File: src/rtl/rr_arbiter.sv
// ---------------------------------------------------------------------------
// rr_arbiter -- registered round-robin arbiter for N requesters.
//
// A requester that wins keeps the grant for as long as it holds its request
// line; every other request is ignored meanwhile. When the owner lets go, the
// grant drops for one dead cycle and the search pointer moves to the slot just
// after the old owner. That slot is searched first next time, so every active
// requester is eventually served.
//
// Optional feature (compile-time macro RR_ARB_HOLD_LIMIT_EN):
//   A grant is revoked after MAX_HOLD consecutive cycles, even if the owner
//   still requests. `expire` pulses for one cycle when that happens. Without
//   the macro no hold counter is built and `expire` is tied to 0.
//
// Parameters
//   N         number of requesters (>= 2)
//   MAX_HOLD  maximum consecutive grant cycles (used only with the macro)
//
// Ports
//   clk     in   1    clock, rising edge
//   rst_n   in   1    asynchronous active-low reset
//   req     in   N    level request vector, bit i = requester i
//   gnt     out  N    registered one-hot grant, zero when idle
//   gnt_id  out  IDW  binary index of the owner, 0 when idle
//   busy    out  1    high while a grant is held
//   expire  out  1    one-cycle pulse on a hold-limit revoke
// ---------------------------------------------------------------------------
module rr_arbiter #(
  parameter  int N        = 4,
  parameter  int MAX_HOLD = 8,
  localparam int IDW      = (N > 1) ? $clog2(N) : 1
) (
  input  logic           clk,
  input  logic           rst_n,
  input  logic [N-1:0]   req,
  output logic [N-1:0]   gnt,
  output logic [IDW-1:0] gnt_id,
  output logic           busy,
  output logic           expire
);

  typedef enum logic {
    IDLE = 1'b0,
    BUSY = 1'b1
  } state_t;

  state_t         state_q, state_d;
  logic [N-1:0]   gnt_q,   gnt_d;
  logic [IDW-1:0] id_q,    id_d;
  logic [IDW-1:0] ptr_q,   ptr_d;

  // Circular search result, starting at ptr_q.
  logic           found;
  logic [IDW-1:0] sel_id;

  // Slot after the current owner, wrapping N-1 -> 0 so the pointer never
  // reaches an unused encoding when N is not a power of two.
  logic [IDW-1:0] ptr_after;

`ifdef RR_ARB_HOLD_LIMIT_EN
  localparam int HW = $clog2(MAX_HOLD + 1);
  logic [HW-1:0] hold_q, hold_d;
  logic          expire_q, expire_d;
`endif

  // -------------------------------------------------------------------------
  // Round-robin search: first set request at ptr, ptr+1, ..., wrapping.
  // -------------------------------------------------------------------------
  always_comb begin
    // NOTE: every variable written here gets a default first; a path that
    // leaves one unassigned would infer a latch.
    found  = 1'b0;
    sel_id = '0;
    for (int i = 0; i < N; i++) begin
      if (!found && req[(int'(ptr_q) + i) % N]) begin
        found  = 1'b1;
        sel_id = IDW'((int'(ptr_q) + i) % N);
      end
    end
  end

  assign ptr_after = (id_q == IDW'(N - 1)) ? '0 : id_q + IDW'(1);

  // -------------------------------------------------------------------------
  // State register
  // -------------------------------------------------------------------------
  always_ff @(posedge clk or negedge rst_n) begin
    if (!rst_n) begin
      state_q  <= IDLE;
      gnt_q    <= '0;
      id_q     <= '0;
      ptr_q    <= '0;
`ifdef RR_ARB_HOLD_LIMIT_EN
      hold_q   <= '0;
      expire_q <= 1'b0;
`endif
    end else begin
      // NOTE: non-blocking assignments so every register samples the values
      // computed before this edge, independent of statement order.
      state_q  <= state_d;
      gnt_q    <= gnt_d;
      id_q     <= id_d;
      ptr_q    <= ptr_d;
`ifdef RR_ARB_HOLD_LIMIT_EN
      hold_q   <= hold_d;
      expire_q <= expire_d;
`endif
    end
  end

  // -------------------------------------------------------------------------
  // Next-state logic
  // -------------------------------------------------------------------------
  always_comb begin
    state_d  = state_q;
    gnt_d    = gnt_q;
    id_d     = id_q;
    ptr_d    = ptr_q;
`ifdef RR_ARB_HOLD_LIMIT_EN
    hold_d   = hold_q;
    expire_d = 1'b0;
`endif
    unique case (state_q)
      IDLE: begin
        if (found) begin
          state_d = BUSY;
          gnt_d   = N'(1) << sel_id;
          id_d    = sel_id;
`ifdef RR_ARB_HOLD_LIMIT_EN
          hold_d  = HW'(1);  // the first grant cycle counts as one
`endif
        end
      end
      BUSY: begin
        if (!req[id_q]) begin
          // Normal release; wins over a limit reached on the same edge.
          state_d = IDLE;
          gnt_d   = '0;
          id_d    = '0;
          ptr_d   = ptr_after;
`ifdef RR_ARB_HOLD_LIMIT_EN
          hold_d  = '0;
        end else if (hold_q == HW'(MAX_HOLD)) begin
          // Owner overstayed: revoke and search it last next time.
          state_d  = IDLE;
          gnt_d    = '0;
          id_d     = '0;
          ptr_d    = ptr_after;
          hold_d   = '0;
          expire_d = 1'b1;
        end else begin
          hold_d = hold_q + HW'(1);
`endif
        end
      end
      default: state_d = IDLE;
    endcase
  end

  // -------------------------------------------------------------------------
  // Outputs: all come straight from registers.
  // -------------------------------------------------------------------------
  always_comb begin
    gnt    = gnt_q;
    gnt_id = id_q;
    busy   = (state_q == BUSY);
`ifdef RR_ARB_HOLD_LIMIT_EN
    expire = expire_q;
`else
    expire = 1'b0;
`endif
  end

endmodule

File: config.mk
export PLATFORM = sky130hd
export DESIGN_NAME = rr_arbiter
export DESIGN_NICKNAME = d
export VERILOG_FILES = /design/src/rtl/rr_arbiter.sv
export SDC_FILE = /design/constraint.sdc
export NUM_CORES = 1
export LEC_CHECK = 0
export CORE_MARGIN = 2
export CORE_UTILIZATION = 40
export CTS_BUF_LIST = sky130_fd_sc_hd__clkbuf_4
export CTS_CLUSTER_SIZE = 14
export DETAILED_ROUTE_END_ITERATION = 10
export PLACE_DENSITY_LB_ADDON = 0.1
export RECOVER_POWER = 50
export SLEW_MARGIN = 20
export SYNTH_ARGS = -nofsm -noshare
export SYNTH_HDL_FRONTEND = slang
export SYNTH_SLANG_ARGS = --single-unit
File: constraint.sdc
create_clock -name clk -period 2.7 [get_ports clk]
set_clock_uncertainty 0.2 [all_clocks]
set_input_delay 0.54 -clock clk [delete_from_list [all_inputs] [get_ports clk]]
set_output_delay 0.54 -clock clk [all_outputs]
set_load 0.1 [all_outputs]
==> results of run 1 <==
-- how the worst max path moves through the flow --
stage	startpoint	end	cells past startpoint
after global routing	gnt[2]$_DFFE_PN0P_	gnt[2]	1
after CTS	req[0]	ptr_q[0]$_DFFE_PN0P_	5
after floorplan	gnt_id[0]$_DFFE_PN0P_	ptr_q[0]$_DFFE_PN0P_	4
final	gnt[1]$_DFFE_PN0P_	gnt[1]	1
after global placement	req[2]	gnt[1]$_DFFE_PN0P_	5
after detailed placement	req[0]	ptr_q[1]$_DFFE_PN0P_	5
-- cells in the final DEF (no fill, tap or decap) --
cell type,n
ha_1,1
dfrtp_1,9
o32ai_1,2
inv_1,2
o32ai_2,2
mux2_4,2
o22ai_2,1
buf_4,6
nand3_1,1
mux2i_1,2
clkbuf_1,3
o211ai_1,1
nor2_1,3
nor2b_1,1
o21ai_0,1
nand2b_1,2
o21a_1,1
conb_1,1
o22ai_1,1
a21oi_4,1
or3_4,1
clkbuf_4,4
clkdlybuf4s50_1,4
dlygate4sd3_1,1
a211o_1,1
o41ai_2,1
nor3_1,1
o22a_1,1
nand2_1,8
a21oi_1,3
-- cell type report --
cell class,instances,area [um2],share of cell area
Multi-Input combinational cell,39,301.5,0.4374
Sequential cell,9,225.2,0.3267
Timing Repair Buffer,14,106.4,0.1543
Clock buffer,4,30.03,0.04356
Tap cell,15,18.77,0.02722
Inverter,2,7.507,0.01089
-- flip-flops by register name, indices dropped and copies added, names as in the netlist --
signal / count
ptr_q: 2
busy: 1
gnt: 4
gnt_id: 2
-- per-layer routing --
layer  wire length (um)  GRT usage
met5                  0          0
met2                540     0.2578
met4                  9    0.07258
met3                 41    0.04891
met1                525     0.2093
-- cell families (layout without fill, tap and decap cells) --
family / after synthesis / in the layout / share of synthesized area
AND/OR/NAND/NOR: 17 / 17 / 0.1470
flip-flops: 9 / 9 / 0.4072
adder cells (fa/ha/maj): 1 / 1 / 0.02262
other: 1 / 1 / 0.006781
multiplexers: 4 / 4 / 0.09050
buffers and inverters: 4 / 20 / 0.04752
AO/OA/AOI/OAI: 16 / 16 / 0.2783
-- Yosys cell counts (2+ instances only) --
cell | number | share of area
a21oi_1 | 3 | 0.027
dfrtp_1 | 9 | 0.41
inv_1 | 2 | 0.014
mux2_4 | 2 | 0.054
mux2i_1 | 2 | 0.036
nand2_1 | 8 | 0.054
nand2b_1 | 2 | 0.023
nor2_1 | 3 | 0.020
o32ai_1 | 2 | 0.032
o32ai_2 | 2 | 0.059
-- stage by stage --
stage,cell area [um2],util,hold slack [ns],worst slack (ns)
floorplan,553.0,-,0.04441,0.3485
global placement,670.6,0.5154,0.3291,0.3985
detailed placement,670.6,0.5154,0.3256,0.3868
CTS,700.7,0.5385,0.3478,0.6525
global route,689.4,0.5298,0.3723,0.4535
finish,689.4,0.5298,0.3333,0.4955
==> run_results.csv, run 1 <==
group,metric,value,unit
synth,syn-num-nets,59,
sta,finalSetupTns,0,ns
critical_path,r2r_cells,4,
clock_tree,cts_buffer_depth,2,
critical_path,setup.worst_path.start_class,"flip-flop",
critical_path,critPathCaptureType,"output pin",
cells_and_area,fin_cells,83,
routing,drtPass1Iterations,4,
outcome,status,"finished clean",
synth,synth_edf_count,0,
floorplan,ioPinCount,14,
placement,place.gp.congestion,0.7050,
floorplan,die_x,41.19,um
critical_path,slowest_stage,"clkbuf_1",
grt,antenna_found_initial,0,
critical_path,max_stage_delay,0.86,ns
routing,num_vias,439,
routing,finalWirelength,1117,um
min_path,hold_path_end,"gnt[3]$_DFFE_PN0P_",
placement,io_buffers,12,
sta,period_minus_slack,2.204,ns
critical_path,ff2ff_setup_slack,0.95,ns
synth,synth_cells,52,
routing,remaining_drc_errors,0,
placement,dp.cells,79,
critical_path,r2r_start,"ptr_q[1]$_DFFE_PN0P_",
synth,synth_area,553.0,um2
clock_tree,clock_latency,0.26,ns
min_path,min_from,"gnt[3]$_DFFE_PN0P_",
cells_and_area,fin_nets,76,
synth,async_reset_ff_frac,1.000,
sta,slew_violations,0,
routing,drtAntennaViolNets,0,
clock_tree,ctsHoldBuffers,0,
sta,setup_viol,0,
routing,drt_iter0_markers,21,
min_path,min-delay-path-class,"flip-flop to flip-flop",
job,cap_violations,0,
critical_path,crit_chain,"clkbuf_1",
grt,grt_pass1_vias,417,
synth,syn-mean-instance-area,10.64,um2
synth,ys.flop_type,"dfrtp_1",
critical_path,worstSetupPathType,"flip-flop to output pin",
clock_tree,cts_tree,"yes",
floorplan,core_area,1301,um2
synth,yosysWarningCount,0,
routing,wl_per_cell,13.46,um
clock_tree,clk_root_buffer_cell,"clkbuf_4",
floorplan,dieArea,1696,um2
grt,grt_pass1_wl,1745,um
critical_path,critPathRequiredTime,1.96,ns
critical_path,cp_num_buf_inv,1,
clock_tree,cts_resized,0,
floorplan,initial_core_util,0.4250,
floorplan,fp-row-count,13,
floorplan,dieHeight,41.19,um
synth,synth_seq_cells,9,
sta,max_freq,453.6,MHz
clock_tree,clk_pin_slew,0.06,ns
sta,grt_setup_unrepaired,"no",
min_path,holdPathStages,2,
sta,worstMarginPinSlew,1.165,ns
cells_and_area,syn_to_final_growth,24.66,%
clock_tree,cts_setup_buffers,0,
clock_tree,numClockSinks,9,
routing,vias_per_cell,5.289,
cells_and_area,layout-drive-gt1-share,0.2647,
sta,timing.final.crit_share,0.8165,
cells_and_area,antennaDiodeCount,0,
critical_path,crit_fanout,2,
clock_tree,numCtsBuffers,3,
grt,grt.total_usage,0.1654,
synth,ys_seq_area_frac,0.4072,
grt,grt-ovfl-total,0,
cells_and_area,fill_cells,131,
critical_path,critPathTopFamily,"buffers and inverters",
sta,max-slew-margin-rel,0.2264,
synth,yosys.cell_types.count,27,
sta,hold_viol_final,0,
critical_path,rr_endpoint,"gnt[3]$_DFFE_PN0P_",
grt,grt_start_max_net_pins,14,
clock_tree,cts-htree-levels,1,
critical_path,critPathArrivalTime,1.46,ns
Power of run 1 is not shown: default switching activity piles up to over one toggle a cycle in this logic, so the estimate is an artifact.
==> inputs of run 2 (changes only) <==
==> constraint.sdc (replaced) <==
create_clock -name clk -period 2.1 [get_ports clk]
set_clock_uncertainty 0.2 [all_clocks]
set_input_delay 0.42 -clock clk [delete_from_list [all_inputs] [get_ports clk]]
set_output_delay 0.42 -clock clk [all_outputs]
set_load 0.1 [all_outputs]
==> run 2 against run 1 <==
Die area stayed put. Core utilization is 7.2 points higher. Non-clock buffer count is 5 higher. Count of clock-buffer cells in the layout unchanged. Hold slack got worse by 0.010 ns. Cell area is 14% higher. Via count up 6.6%. Critical path depth increased by 4. Routed wire length rose by 18%. Register-to-register slack got worse by 0.64 ns. Critical endpoint is now ptr_q[1]$_DFFE_PN0P_.
==> run_results.csv, run 2 (synthesized netlist as in run 1, its figures left out) <==
group,metric,value,unit
outcome,status,"finished clean",
cells_and_area,largest_reg_flops,4,
placement,hpwl,983.1,um
floorplan,dieArea,1696,um2
sta,finalSetupTns,0,ns
clock_tree,cts_setup_buffers,0,
critical_path,critPathRequiredTime,2.05,ns
job,cap_violations,0,
sta,timing.final.crit_share,0.9194,
placement,place.gp.congestion,0.7464,
clock_tree,cts_buffer_depth,2,
placement,dp_slack,-0.09827,ns
critical_path,r2r_start,"ptr_q[1]$_DFFE_PN0P_",
sta,grt_setup_unrepaired,"no",
grt,grt.total_usage,0.1879,
floorplan,core_area,1301,um2
floorplan,dieHeight,41.19,um
routing,finalWirelength,1313,um
routing,drtPass1Iterations,4,
sta,max_freq,518.0,MHz
placement,io_buffers,12,
critical_path,critPathCaptureType,"flip-flop",
grt,grt_start_max_net_pins,10,
clock_tree,clk_pin_slew,0.07,ns
clock_tree,cts_tree,"yes",
sta,period_minus_slack,1.931,ns
grt,grt_pass1_vias,455,
cells_and_area,final_cell_mix,"8 x nand2_1, 7 x dfrtp_1, 7 x buf_4",
cells_and_area,layout-drive-gt1-share,0.3836,
grt,grt-ovfl-total,0,
clock_tree,numCtsBuffers,3,
cells_and_area,syn_to_final_growth,41.63,%
clock_tree,clk_root_buffer_cell,"clkbuf_4",
cells_and_area,layout_commonest_cell,"nand2_1",
clock_tree,ctsHoldBuffers,0,
clock_tree,numClockSinks,9,
routing,wl_per_cell,14.92,um
grt,grt_pass1_wl,2001,um
critical_path,crit_fanout,5,
routing,num_vias,468,
floorplan,die_x,41.19,um
critical_path,r2r_cells,4,
clock_tree,cts_resized,0,
critical_path,critPathArrivalTime,1.88,ns
clock_tree,cts-htree-levels,1,
routing,drtAntennaViolNets,0,
sta,setup_ws,0.1693,ns
floorplan,initial_core_util,0.4250,
floorplan,ioPinCount,14,
cells_and_area,fin_nets,81,
clock_tree,clock_latency,0.26,ns
sta,setup_viol,0,
critical_path,ff2ff_setup_slack,0.31,ns
critical_path,rr_endpoint,"gnt[3]$_DFFE_PN0P_",
sta,hold_viol_final,0,
cells_and_area,fin_util,0.6019,
sta,slew_violations,0,
routing,remaining_drc_errors,0,
floorplan,fp-row-count,13,
critical_path,worstSetupPathType,"primary input to flip-flop",
critical_path,setup.worst_path.start_class,"primary input",
min_path,min-delay-path-class,"primary input to asynchronous set/reset pin",
sta,max-slew-margin-rel,0.6393,
grt,antenna_found_initial,0,
sta,worstMarginPinSlew,0.5433,ns
routing,drt_iter0_markers,9,
cells_and_area,antennaDiodeCount,0,
routing,vias_per_cell,5.318,
-- run 2: cell count changes in the layout (fill, tap and decap cells not counted) --
cell and delta:
buf_4 +1, buf_12 +4, dfrtp_1 -2, dfrtp_2 +2, clkbuf_2 +3, clkbuf_1 -3
-- run 2: layout make-up --
type                    count  area, um2
repair buffers             19      197.7
multi-input cells          39      301.5
clock buffers               4      30.03
fillers                   112      518.0
well taps                  15      18.77
flip-flops and latches      9      227.7
inverters                   2      7.507
-- run 2: stage by stage --
step / cells / cell area, um2 / hold WS [ns]
2_1_floorplan: 52 / 555.5 / -0.07559
3_3_place_gp: 84 / 798.3 / 0.3843
3_5_place_dp: 84 / 798.3 / 0.3889
4_1_cts: 88 / 828.3 / 0.2691
5_1_grt: 88 / 783.3 / 0.3718
6_report: 88 / 783.3 / 0.3233
-- run 2: worst max-delay path, stage by stage --
cell             delay, ns
clkdlybuf4s50_1       0.50
nor2b_1               0.18
a211o_1               0.28
a21oi_4               0.19
mux2_4                0.31
-- run 2: how the worst max path moves through the flow --
stage	cells after the start	startpoint	to	slack (ns)
finish	5	req[0]	ptr_q[1]$_DFFE_PN0P_	0.17
global route	5	req[0]	ptr_q[1]$_DFFE_PN0P_	0.12
CTS	5	req[0]	ptr_q[1]$_DFFE_PN0P_	0.18
detailed placement	5	req[0]	ptr_q[1]$_DFFE_PN0P_	-0.1
global placement	5	req[0]	ptr_q[1]$_DFFE_PN0P_	-0.04
floorplan	3	busy$_DFF_PN0_	ptr_q[0]$_DFFE_PN0P_	0.03
-- run 2: metal layers --
layer	GRT usage	wire length, um
met1	0.2292	587
met2	0.3008	651
met3	0.04891	67
met4	0.09677	6
met5	0	0
Power of run 2 is left out for the same reason.
==> inputs of run 3 (changes only) <==
--- a/config.mk
+++ b/config.mk
@@ -8,11 +8,12 @@
 export CORE_MARGIN = 2
 export CORE_UTILIZATION = 40
 export CTS_BUF_LIST = sky130_fd_sc_hd__clkbuf_4
+export CTS_CLUSTER_DIAMETER = 100
 export CTS_CLUSTER_SIZE = 14
 export DETAILED_ROUTE_END_ITERATION = 10
 export PLACE_DENSITY_LB_ADDON = 0.1
 export RECOVER_POWER = 50
-export SLEW_MARGIN = 20
+export SLEW_MARGIN = 30
 export SYNTH_ARGS = -nofsm -noshare
 export SYNTH_HDL_FRONTEND = slang
 export SYNTH_SLANG_ARGS = --single-unit
==> results of run 3 <==
The final DEF is identical to that of run 2; final timing and power are the same.
Power of run 3 is left out for the same reason.
